===== src/rtl/servo_pkg.sv =====
// Shared constants and the servo-safe clamp helper for the servo PWM generator.
package servo_pkg;

    localparam int unsigned PWM_W         = 20;
    localparam int unsigned CLK_HZ        = 50_000_000;
    localparam int unsigned DEF_PERIOD    = 1_000_000;
    localparam int unsigned DEF_MIN_PULSE = 25_000;
    localparam int unsigned DEF_MAX_PULSE = 125_000;

    typedef struct packed {
        logic             hit;
        logic [PWM_W-1:0] value;
    } clamp_t;

    // Zero means "channel off" and passes through untouched; anything else is
    // forced into [min_p, max_p]. hit flags that the value was altered.
    function automatic clamp_t clamp_pulse(input logic [PWM_W-1:0] d,
                                           input logic [PWM_W-1:0] min_p,
                                           input logic [PWM_W-1:0] max_p);
        clamp_t r;
        r.hit   = 1'b0;
        r.value = d;
        if ((d != '0) && (d < min_p)) begin
            r.hit   = 1'b1;
            r.value = min_p;
        end else if (d > max_p) begin
            r.hit   = 1'b1;
            r.value = max_p;
        end
        return r;
    endfunction

endpackage


===== src/rtl/servo_pwm_ch.sv =====
// One servo channel: frame-synchronous shadow of the clamped duty and the pulse comparator.
module servo_pwm_ch
    import servo_pkg::*;
#(
    parameter int unsigned MIN_PULSE = DEF_MIN_PULSE,
    parameter int unsigned MAX_PULSE = DEF_MAX_PULSE
) (
    input  logic             clk,
    input  logic             rst,
    input  logic             en,
    input  logic             load,
    input  logic [PWM_W-1:0] cnt,
    input  logic [PWM_W-1:0] duty,
    input  logic             ch_en,
    output logic             pwm,
    output logic             clamp_hit
);

    localparam logic [PWM_W-1:0] MIN_V = PWM_W'(MIN_PULSE);
    localparam logic [PWM_W-1:0] MAX_V = PWM_W'(MAX_PULSE);

    logic [PWM_W-1:0] shadow;
    logic             en_sh;
    clamp_t           clamp_c;

    // Clamp the live request so it is ready whenever a load happens.
    always_comb begin
        clamp_c = clamp_pulse(duty, MIN_V, MAX_V);
    end

    // Shadow update only on load; pulse is high while the frame count is below the shadow.
    always_ff @(posedge clk) begin
        if (rst) begin
            shadow    <= '0;
            en_sh     <= 1'b0;
            clamp_hit <= 1'b0;
            pwm       <= 1'b0;
        end else begin
            if (load) begin
                shadow    <= clamp_c.value;
                en_sh     <= ch_en;
                clamp_hit <= clamp_c.hit;
            end
            pwm <= en && en_sh && (cnt < shadow);
        end
    end

endmodule


===== src/rtl/servo_pwm_gen.sv =====
// Multi-channel servo PWM generator: shared frame counter, frame-boundary loads, registered pulses.
module servo_pwm_gen
    import servo_pkg::*;
#(
    parameter int unsigned N_CH      = 6,
    parameter int unsigned PERIOD    = DEF_PERIOD,
    parameter int unsigned MIN_PULSE = DEF_MIN_PULSE,
    parameter int unsigned MAX_PULSE = DEF_MAX_PULSE
) (
    input  logic                  clk,
    input  logic                  rst,
    input  logic                  en,
    input  logic [N_CH*PWM_W-1:0] duty_in,
    input  logic [N_CH-1:0]       ch_en,
    output logic [N_CH-1:0]       pwm_out,
    output logic                  frame_start,
    output logic [N_CH-1:0]       clamp_hit
);

    localparam logic [PWM_W-1:0] CNT_LAST = PWM_W'(PERIOD - 1);

    logic [PWM_W-1:0] cnt;
    logic             load_c;

    // While idle the shadows track the inputs; while running they load only at frame end.
    assign load_c = !en || (cnt == CNT_LAST);

    // Frame counter: held at zero while idle, wraps at PERIOD-1.
    always_ff @(posedge clk) begin
        if (rst || !en || (cnt == CNT_LAST)) begin
            cnt <= '0;
        end else begin
            cnt <= cnt + PWM_W'(1);
        end
    end

    // Frame strobe aligned with the first output cycle of each frame.
    always_ff @(posedge clk) begin
        if (rst) begin
            frame_start <= 1'b0;
        end else begin
            frame_start <= en && (cnt == '0);
        end
    end

    for (genvar i = 0; i < int'(N_CH); i++) begin : g_ch
        servo_pwm_ch #(
            .MIN_PULSE (MIN_PULSE),
            .MAX_PULSE (MAX_PULSE)
        ) u_ch (
            .clk       (clk),
            .rst       (rst),
            .en        (en),
            .load      (load_c),
            .cnt       (cnt),
            .duty      (duty_in[i*PWM_W +: PWM_W]),
            .ch_en     (ch_en[i]),
            .pwm       (pwm_out[i]),
            .clamp_hit (clamp_hit[i])
        );
    end

endmodule


===== config.mk =====
export PLATFORM = sky130hd
export DESIGN_NAME = servo_pwm_gen
export DESIGN_NICKNAME = d
export VERILOG_FILES = /design/src/rtl/servo_pkg.sv /design/src/rtl/servo_pwm_ch.sv /design/src/rtl/servo_pwm_gen.sv
export SDC_FILE = /design/constraint.sdc
export NUM_CORES = 1
export LEC_CHECK = 0
export CORE_MARGIN = 2
export CORE_UTILIZATION = 59
export DETAILED_ROUTE_END_ITERATION = 10
export PLACE_DENSITY = 0.86
export SKIP_CTS_REPAIR_TIMING = 1
export SKIP_LAST_GASP = 1
export SLEW_MARGIN = 30
export SYNTH_ARGS = -nofsm -noshare
export SYNTH_HDL_FRONTEND = slang
export SYNTH_SLANG_ARGS = --single-unit

===== constraint.sdc =====
create_clock -name clk -period 3.89 [get_ports clk]
set_input_delay 0.389 -clock clk [delete_from_list [all_inputs] [get_ports clk]]
set_output_delay 0.389 -clock clk [all_outputs]
set_load 0.005 [all_outputs]

==> results of run 1 <==
[cell usage after synthesis (all sizes together), types with 6 or more instances]
cell type | count | area share [%]
nor2 | 77 | 3.1
a22o | 7 | 0.66
nand2 | 71 | 2.9
nand3 | 14 | 0.75
o211ai | 20 | 1.9
nor3 | 34 | 2.0
dfxtp | 159 | 34
o311ai | 6 | 0.56
a21oi | 42 | 2.3
nand4 | 32 | 2.2
nor2b | 12 | 0.81
o21a | 13 | 1.1
or4 | 8 | 0.69
inv | 146 | 5.9
nand2b | 7 | 0.47
nor4 | 22 | 1.5
a211oi | 29 | 2.3
o22ai | 27 | 1.8
buf | 26 | 1.9
a221oi | 24 | 2.3
nor3b | 6 | 0.48
o21ai | 27 | 1.5
ha | 116 | 16
xnor2 | 14 | 1.3
a21o | 44 | 3.5
clkbuf | 22 | 0.89
a31oi | 12 | 0.81
[area by class of cell]
cell class / count / area (µm²)
Clock buffer: 22 / 474
Clock inverter: 9 / 110
Fill cell: 1124 / 3910
Inverter: 146 / 548
Multi-Input combinational cell: 736 / 5330
Sequential cell: 159 / 3180
Tap cell: 211 / 264
Timing Repair Buffer: 151 / 1490
[cells by family after synthesis]
logic type      after synthesis  share of synthesized area (%)
compound gates              297                           23.4
simple gates                305                           16.4
fa+ha+maj                   116                           15.6
flops                       159                           34.2
xor+xnor                     18                           1.69
buf+inv                     194                           8.70
[cell usage in the layout (no fill, tap or decap), types with 4 or more instances in the layout]
cell type,count
o311ai_0,6
clkdlybuf4s50_1,140
xor2_1,4
buf_4,9
nor3_1,32
dfxtp_1,159
xnor2_1,14
a211oi_1,29
o32ai_1,5
or3_1,5
a21oi_1,42
o221ai_1,4
nand3_1,14
clkbuf_16,17
o21a_1,12
a31oi_1,12
o22ai_1,27
o2bb2ai_1,4
o211ai_1,16
nor2_1,77
inv_1,146
a32o_1,5
a21o_1,44
and3_1,5
nand4_1,32
or4_1,7
nor2b_1,12
nor3b_1,6
nand2_1,70
ha_1,116
nand2b_1,7
o21ai_0,27
a221oi_1,24
nor4_1,22
a22o_1,7
o211a_1,4
a311oi_1,5
[registers in the layout, indices dropped and copies added, names as in the netlist]
signal / flops
g_ch.u_ch.shadow: 120
cnt: 20
g_ch.u_ch.pwm: 6
frame_start: 1
g_ch.u_ch.en_sh: 6
g_ch.u_ch.clamp_hit: 6
[final timing paths]
kind / endpoint / slack (ns) / cells after the start
worst max register to register: g_ch[5].u_ch.shadow[16] / 1.17 / 6
worst max-delay path: g_ch[5].u_ch.shadow[16] / 1.17 / 6
worst min register to register: g_ch[4].u_ch.shadow[19] / 0.44 / 2
worst min-delay path: g_ch[4].u_ch.shadow[19] / 0.44 / 2
[power by group]
part	internal (mW)	switching [mW]	total (mW)	leakage, nW
sequential	1.69	0.0283	1.72	1.30
clock	0.990	0.666	1.66	0.278
combinational	0.249	0.266	0.516	3.14
[worst reg2reg max path: cells and delay by family (launching register included)]
kind                   cells  cell delay, ns
AND/OR/NAND/NOR            3            0.91
flip-flops                 1            0.67
AO/OA/AOI/OAI              2            0.67
buffers and inverters      1            0.32
[routing by layer]
layer | routed length [µm] | vias up | global-route usage, %
li1 | - | 4221 | -
met1 | 10600 | 4161 | 38.1
met2 | 12600 | 450 | 54.4
met3 | 2220 | 93 | 7.35
met4 | 937 | 2 | 13.7
met5 | 7 | - | 0
==> out/results.txt, run 1 <==
Status = finished, final reports clean
Placed instance area = 10800 µm²
Synthesis Warnings = 0
First-pass GRT wire length = 41900 µm
Crit. End Element = flip-flop
Initial antenna violation count = 1
Via count = 8927
Standard-cell rows = 45
Post-synth EDFFs = 0
Die W = 130 µm
Max Slew Vio Count = 0
Mapped Cells = 1089
Design area = 11400 µm²
Max-Cap Viols = 0
# DRC = 0
Share of cells above drive strength 1 = 4.66%
Number of synthesized register bits = 159
WL/cell = 18.4 µm
Fin nets = 1456
Syn Std Cell Area = 9310 µm²
Setup Viol. Count Final = 0
Fmax achieved = 367 MHz
Overflow after GRT = 0
Total Wirelength = 26400 µm
Die H = 130 µm
Clock Skew = 0.00686 ns
Hold Vio Cnt, Final = 0
Drt via density = 6.23
Number of global-route vias before repair = 8763
Sequential share of the synthesized area = 34.2%
Core area = 15300 µm²
Crit-path max FO = 47
Crit Path Class = flip-flop to flip-flop
Syn nets = 1334
Setup WS post-layout = 1.17 ns
Total CTS buffers = 17
Clock Path Buffers = 2
Util after Layout = 74.5%
Slew @ Worst Pin = 0.766 ns
Initial core utilization = 60.8%
Final worst path period share = 70.0%
Lkg Pwr = 4.72 nW
Relative slew slack = 48.8%
CP Cell Sequence = and3_1 > nand3_1 > o41a_2 > buf_4 > nor4_1 > a211oi_1
Ys async rst share = 0%
Required @ worst endpoint = 4.18 ns
CTS Root Cell = clkbuf_16
Final ANT Viol Nets = 0
IO Pins = 142
Worst hold slack = 0.443 ns
WP data arrival = 3.01 ns
Syn avg cell area = 8.55 µm²
Startpoint class of the critical path = flip-flop
1st-iter DRT viols = 801
Hold path start = g_ch[4].u_ch.shadow[19]
TNS Setup = 0 ns
Post-synthesis cell type count = 64
I/O Buffers = 141
VDD IR-drop max = 0.343 mV
Die area = 16800 µm²
Worst hold path type = flip-flop to flip-flop
CP delay by family, top = simple AND/OR/NAND/NOR gates
Non-Filler Instances = 1434
Area growth syn-to-layout = 22.5%
Place WS = 1.19 ns
Top_reg_cell synth = dfxtp_1
Tmin final = 2.72 ns
H-tree levels = 4
Pwr per Cell Area = 341 nW/µm²
Placed Instances = 1403
RSZ-0062 raised after global routing = no
Worst-Skew Late Latency = 0.44 ns
Routability Congestion = 0.903
RR Startpoint = cnt[3]
Pin count of the biggest net entering global routing = 60
Clock sink count = 159
All-Layer GR Usage = 31.7%
Total power = 3.89 mW
CTS tree = done
WP buf/inv = 1
Antenna cells = 0
Slowest Stage Delay on Critical Path = 0.67 ns
Final HPWL DP = 18400 µm
Crit. Startpoint = cnt[3]
Clock-pin slew on the worst setup and hold paths = 0.06 ns
Critical-path top delay cell = dfxtp_1
1st-pass router iterations = 6
Note: power is estimated with default switching activity, not from simulation.
==> run 2: changes to the inputs <==
CORE_UTILIZATION = 50   (was 59)
PLACE_DENSITY = 0.78   (was 0.86)
clock period = 2.3 ns   (was 3.89 ns; I/O delays follow)
==> run 2 against run 1 <==
Compared with the run above: the flow now finishes with violations (DRC); non-clock buffer count is 60 higher; sequential cell count unchanged; die area is 17% higher; critical path type unchanged; worst hold slack got worse by 0.085 ns; clock skew up 0.0023 ns; clock-buffer cell count increased by 1; critical path depth down 1; routed wire length is 0.13% higher; sequential power up 69%; register-to-register slack worse by 1.0 ns.
==> out/results.txt, run 2 (synthesized netlist as in run 1, its figures left out) <==
Status = finished with violations (was finished, final reports clean)
Failing checks = DRC
Fmax achieved = 461 MHz (was 367 MHz)
Fin nets = 1516 (was 1456)
Crit-path max FO = 16 (was 47)
Die H = 140 µm (was 130 µm)
Final worst path period share = 94.3% (was 70.0%)
Relative slew slack = 54.0% (was 48.8%)
Crit. End Element = flip-flop (unchanged)
Initial antenna violation count = 0 (was 1)
First-pass GRT wire length = 43000 µm (was 41900 µm)
Max Slew Vio Count = 0 (unchanged)
VDD IR-drop max = 0.461 mV (was 0.343 mV)
Switching Fraction = 24.2% (was 24.7%)
Sequential power share = 42.3% (was 44.2%)
Total Wirelength = 26500 µm (was 26400 µm)
Drt via density = 5.86 (was 6.23)
Tmin final = 2.17 ns (was 2.72 ns)
Via count = 8873 (was 8927)
Die W = 140 µm (was 130 µm)
Commonest non-fill, non-tap cell in the layout = dfxtp_1 (unchanged)
IO Pins = 142 (unchanged)
Die area = 19700 µm² (was 16800 µm²)
Slew @ Worst Pin = 0.691 ns (was 0.766 ns)
Reg2Reg Setup Slack = 0.13 ns (was 1.17 ns)
Pwr per Cell Area = 573 nW/µm² (was 341 nW/µm²)
WL/cell = 17.5 µm (was 18.4 µm)
Largest Register = g_ch.u_ch.shadow (unchanged)
Crit Path Class = flip-flop to flip-flop (unchanged)
Required @ worst endpoint = 2.62 ns (was 4.18 ns)
Most frequent cells in the layout = dfxtp_1 (159), inv_1 (146), clkdlybuf4s50_1 (140) (unchanged)
Worst hold path type = primary input to flip-flop (was flip-flop to flip-flop)
TNS Setup = 0 ns (unchanged)
Cells on Worst Hold Path = 3 (was 2)
Clock sink count = 159 (unchanged)
RSZ-0062 raised after global routing = no (unchanged)
Clock-pin slew on the worst setup and hold paths = 0.06 ns (about the same)
Share of cells above drive strength 1 = 9.19% (was 4.66%)
CTS tree = done (unchanged)
Place WS = -0.184 ns (was 1.19 ns)
Total power = 6.85 mW (was 3.89 mW)
Routability Congestion = 0.904 (was 0.903)
Max-Cap Viols = 0 (unchanged)
Psw = 1.66 mW (was 0.961 mW)
Number of global-route vias before repair = 8827 (was 8763)
I/O Buffers = 141 (unchanged)
Final HPWL DP = 19200 µm (was 18400 µm)
Initial core utilization = 51.5% (was 60.8%)
Lkg Pwr = 5.05 nW (was 4.72 nW)
Pint = 5.19 mW (was 2.93 mW)
RR Startpoint = cnt[10] (was cnt[3])
Clock Skew = 0.00913 ns (was 0.00686 ns)
Final ANT Viol Nets = 0 (unchanged)
Max reg flops = 120 (unchanged)
Reg2reg end = g_ch[1].u_ch.shadow[3] (was g_ch[5].u_ch.shadow[16])
Antenna cells = 0 (unchanged)
Hold Vio Cnt, Final = 0 (unchanged)
1st-pass router iterations = 11 (was 6)
Startpoint class of the critical path = flip-flop (unchanged)
Setup Viol. Count Final = 0 (unchanged)
Setup WS post-layout = 0.132 ns (was 1.17 ns)
CTS Root Cell = clkbuf_16 (unchanged)
Logic gate share of total power = 13.5% (was 13.3%)
Total CTS buffers = 17 (unchanged)
R2R depth = 5 (was 6)
Regs by FF count = g_ch.u_ch.shadow (120), cnt (20) (unchanged)
Worst-Skew Late Latency = 0.43 ns (was 0.44 ns)
Standard-cell rows = 49 (was 45)
Hold path start = ch_en[2] (was g_ch[4].u_ch.shadow[19])
Design area = 12000 µm² (was 11400 µm²)
Clock power frac = 44.1% (was 42.6%)
H-tree levels = 4 (unchanged)
# DRC = 2 (was 0)
1st-iter DRT viols = 618 (was 801)
Hold EP = g_ch[2].u_ch.en_sh (was g_ch[4].u_ch.shadow[19])
Placed instance area = 11300 µm² (was 10800 µm²)
Overflow after GRT = 0 (unchanged)
WP data arrival = 2.49 ns (was 3.01 ns)
All-Layer GR Usage = 27.1% (was 31.7%)
Pin count of the biggest net entering global routing = 60 (unchanged)
Clock Path Buffers = 2 (unchanged)
Core area = 18100 µm² (was 15300 µm²)
Area growth syn-to-layout = 28.4% (was 22.5%)
## run 2: metrics by stage
| step | hold WS (ns) | instances | util (%) |
|---|---|---|---|
| after detailed placement | 0.433 | 1481 | 62.6 |
| after CTS | 0.343 | 1513 | 66.0 |
| after global placement | 0.427 | 1481 | 62.6 |
| final | 0.358 | 1513 | 66.1 |
| after global routing | 0.368 | 1513 | 66.1 |
| after floorplan | 0.356 | 1089 | - |
## run 2: critical path, stage by stage (launching register included)
cell and delay, ns:
dfxtp_1 0.32, nor4_2 0.33, nand2_1 0.20, o41a_2 0.63
buf_4 0.25, a221oi_1 0.33
## run 2: layer usage
layer  GRT usage, %  vias up  wire length, µm
li1               -     4336                -
met1           35.0     4175            11400
met2           45.6      322            12700
met3           4.82       40             1800
met4           9.52        0              527
met5              0        -                0
## run 2: layout make-up
type                    instances  area [µm²]
clock buffers                  23         468
clock inverters                 9         158
fillers                      1464        6130
inverters                     146         548
multi-input cells             736        5340
flip-flops and latches        159        3180
well taps                     229         287
repair buffers                211        1970
## run 2: power by group through the flow
stage	Combinational, mW	Clock, mW	Sequential, mW
finish	0.925	3.02	2.90
global route	1.01	3.17	2.91
CTS	0.917	3.04	2.90
detailed placement	0.907	0	2.96
global placement	0.889	0	2.96
floorplan	0.443	0	2.95
## run 2: worst max-delay path by stage
stage	startpoint	end	slack, ns
floorplan	cnt[1]	g_ch[2].u_ch.shadow[5]	0.19
finish	cnt[10]	g_ch[1].u_ch.shadow[3]	0.13
detailed placement	duty_in[12]	g_ch[0].u_ch.shadow[14]	-0.18
CTS	cnt[10]	g_ch[1].u_ch.shadow[3]	0.04
global route	cnt[15]	g_ch[2].u_ch.shadow[9]	0.01
global placement	duty_in[112]	g_ch[5].u_ch.clamp_hit	-0.17
==> run 3: changes to the inputs <==
ABC_CLOCK_PERIOD_IN_PS = 1800   (was unset)
clock period = 1.8 ns   (was 2.3 ns; I/O delays follow)
==> run 3 against run 2 <==
Compared with the run above: the run ends with setup timing left; routed wire length up 35%; maximum frequency increased by 3.9%; design area rose by 18%.
==> out/results.txt, run 3 (synthesized netlist as in run 1, its figures left out) <==
Status = finished with violations (unchanged)
Failing checks = setup timing (was DRC)
Total Wirelength = 35800 µm (was 26500 µm)
Fin nets = 1657 (was 1516)
Area growth syn-to-layout = 51.7% (was 28.4%)
Die area = 19700 µm² (unchanged)
Lkg Pwr = 6.10 nW (was 5.05 nW)
CTS tree = done (unchanged)
RSZ-0062 raised after global routing = yes (was no)
# DRC = 0 (was 2)
Startpoint class of the critical path = flip-flop (unchanged)
Antenna cells = 0 (unchanged)
1st-iter DRT viols = 900 (was 618)
Hold Vio Cnt, Final = 0 (unchanged)
Clock Path Buffers = 2 (unchanged)
1st-pass router iterations = 6 (was 11)
WP data arrival = 2.37 ns (was 2.49 ns)
VDD IR-drop max = 0.614 mV (was 0.461 mV)
Setup Viol. Count Final = 158 (was 0)
Final worst path period share = 116% (was 94.3%)
Fillers = 1042 (was 1464)
I/O Buffers = 141 (unchanged)
Switching Fraction = 26.4% (was 24.2%)
Max-Cap Viols = 0 (unchanged)
Setup WS post-layout = -0.286 ns (was 0.132 ns)
CTS Root Cell = clkbuf_16 (unchanged)
Pint = 6.66 mW (was 5.19 mW)
Pwr per Cell Area = 640 nW/µm² (was 573 nW/µm²)
Via count = 10500 (was 8873)
Worst hold path type = primary input to flip-flop (unchanged)
Logic gate share of total power = 18.6% (was 13.5%)
Overflow after GRT = 0 (unchanged)
Slew @ Worst Pin = 0.595 ns (was 0.691 ns)
CP Cell Sequence = buf_6 > nand4_1 > o41a_4 > buf_4 > clkbuf_16 > nand2_1 > a21oi_1 (was nor4_2 > nand2_1 > o41a_2 > buf_4 > a221oi_1)
Drt via density = 6.34 (was 5.86)
Max reg flops = 120 (unchanged)
Sequential power share = 41.1% (was 42.3%)
Clock-pin slew on the worst setup and hold paths = 0.07 ns (was 0.06 ns)
Slowest Stage Delay on Critical Path = 0.69 ns (was 0.63 ns)
Standard-cell rows = 49 (unchanged)
First-pass GRT wire length = 46000 µm (was 43000 µm)
Worst-Skew Late Latency = 0.44 ns (was 0.43 ns)
Crit. End Element = flip-flop (unchanged)
All-Layer GR Usage = 28.8% (was 27.1%)
Psw = 2.38 mW (was 1.66 mW)
Total CTS buffers = 17 (unchanged)
Number of global-route vias before repair = 9490 (was 8827)
Tmin final = 2.09 ns (was 2.17 ns)
Crit-path max FO = 9 (was 16)
Most frequent cells in the layout = buf_4 (176), dfxtp_1 (145), inv_1 (144) (was dfxtp_1 (159), inv_1 (146), clkdlybuf4s50_1 (140))
Largest Register = g_ch.u_ch.shadow (unchanged)
Design area = 14100 µm² (was 12000 µm²)
Clock sink count = 159 (unchanged)
Initial core utilization = 51.5% (unchanged)
Routability Congestion = 0.921 (was 0.904)
IO Pins = 142 (unchanged)
Initial antenna violation count = 0 (unchanged)
Die W = 140 µm (unchanged)
Final ANT Viol Nets = 0 (unchanged)
Relative slew slack = 60.3% (was 54.0%)
Fmax achieved = 479 MHz (was 461 MHz)
H-tree levels = 4 (unchanged)
Commonest non-fill, non-tap cell in the layout = buf_4 (was dfxtp_1)
Critical-path top delay cell = o41a_4 (was o41a_2)
Clock Skew = 0.0139 ns (was 0.00913 ns)
Core area = 18100 µm² (unchanged)
TNS Setup = -28.66 ns (was 0 ns)
Crit Path Class = flip-flop to flip-flop (unchanged)
Regs by FF count = g_ch.u_ch.shadow (120), cnt (20) (unchanged)
Share of cells above drive strength 1 = 26.6% (was 9.19%)
WL/cell = 21.7 µm (was 17.5 µm)
Die H = 140 µm (unchanged)
Placed instance area = 12400 µm² (was 11300 µm²)
Max Slew Vio Count = 0 (unchanged)
Final HPWL DP = 20900 µm (was 19200 µm)
Pin count of the biggest net entering global routing = 36 (was 60)
Clock power frac = 40.3% (was 44.1%)
Required @ worst endpoint = 2.08 ns (was 2.62 ns)
==> run 3: per-layer routing <==
| metal | wire, µm | GRT usage [%] | vias to the layer above | share of wire (%) |
|---|---|---|---|---|
| met4 | 2370 | 10.2 | 0 | 6.6 |
| met2 | 17000 | 49.6 | 668 | 48 |
| met3 | 3370 | 4.34 | 232 | 9.4 |
| li1 | - | - | 4641 | - |
| met5 | 0 | 0 | - | 0 |
| met1 | 13100 | 36.8 | 4937 | 36 |
==> run 3: final timing paths <==
check | startpoint | endpoint | slack, ns | cells after the start
setup reg to reg | cnt[9] | g_ch[1].u_ch.en_sh | -0.29 | 7
hold / removal | duty_in[104] | g_ch[5].u_ch.shadow[4] | 0.15 | 3
setup / recovery | cnt[9] | g_ch[1].u_ch.en_sh | -0.29 | 7
hold reg to reg | g_ch[2].u_ch.shadow[18] | g_ch[2].u_ch.shadow[18] | 0.44 | 2
==> run 3: cell type report <==
cell class / instances / area (µm²) / share of cell area, %
multi-input cells: 739 / 6180 / 43.8
repair buffers: 349 / 3310 / 23.4
flip-flops and latches: 159 / 3210 / 22.8
inverters: 146 / 548 / 3.88
clock buffers: 22 / 474 / 3.36
well taps: 229 / 287 / 2.03
clock inverters: 9 / 109 / 0.771
==> run 3: power by group through the flow <==
stage	clock network, mW	registers [mW]	logic, mW
final	3.64	3.72	1.68
after global routing	3.78	3.72	1.78
after CTS	3.59	3.70	1.37
after detailed placement	0	3.78	1.35
after global placement	0	3.77	1.32
after floorplan	0	3.76	0.590
==> run 3: through the flow <==
| stage | hold WS [ns] | utilization [%] | total power, mW | worst slack, ns | instances |
|---|---|---|---|---|---|
| 3_5_place_dp | 0.434 | 68.4 | 5.13 | -0.670 | 1602 |
| 2_1_floorplan | 0.306 | - | 4.35 | -0.119 | 1089 |
| 4_1_cts | 0.308 | 71.6 | 8.66 | -0.391 | 1633 |
| 6_report | 0.151 | 78.1 | 9.04 | -0.286 | 1653 |
| 5_1_grt | 0.154 | 78.1 | 9.29 | -0.291 | 1653 |
| 3_3_place_gp | 0.426 | 68.4 | 5.09 | -0.596 | 1602 |
==> run 3: worst max-delay path: cells and delay by family, from the launching register on <==
family,cells,cell delay [ns]
flops,1,0.34
compound gates,2,0.78
simple gates,2,0.33
buf+inv,3,0.47
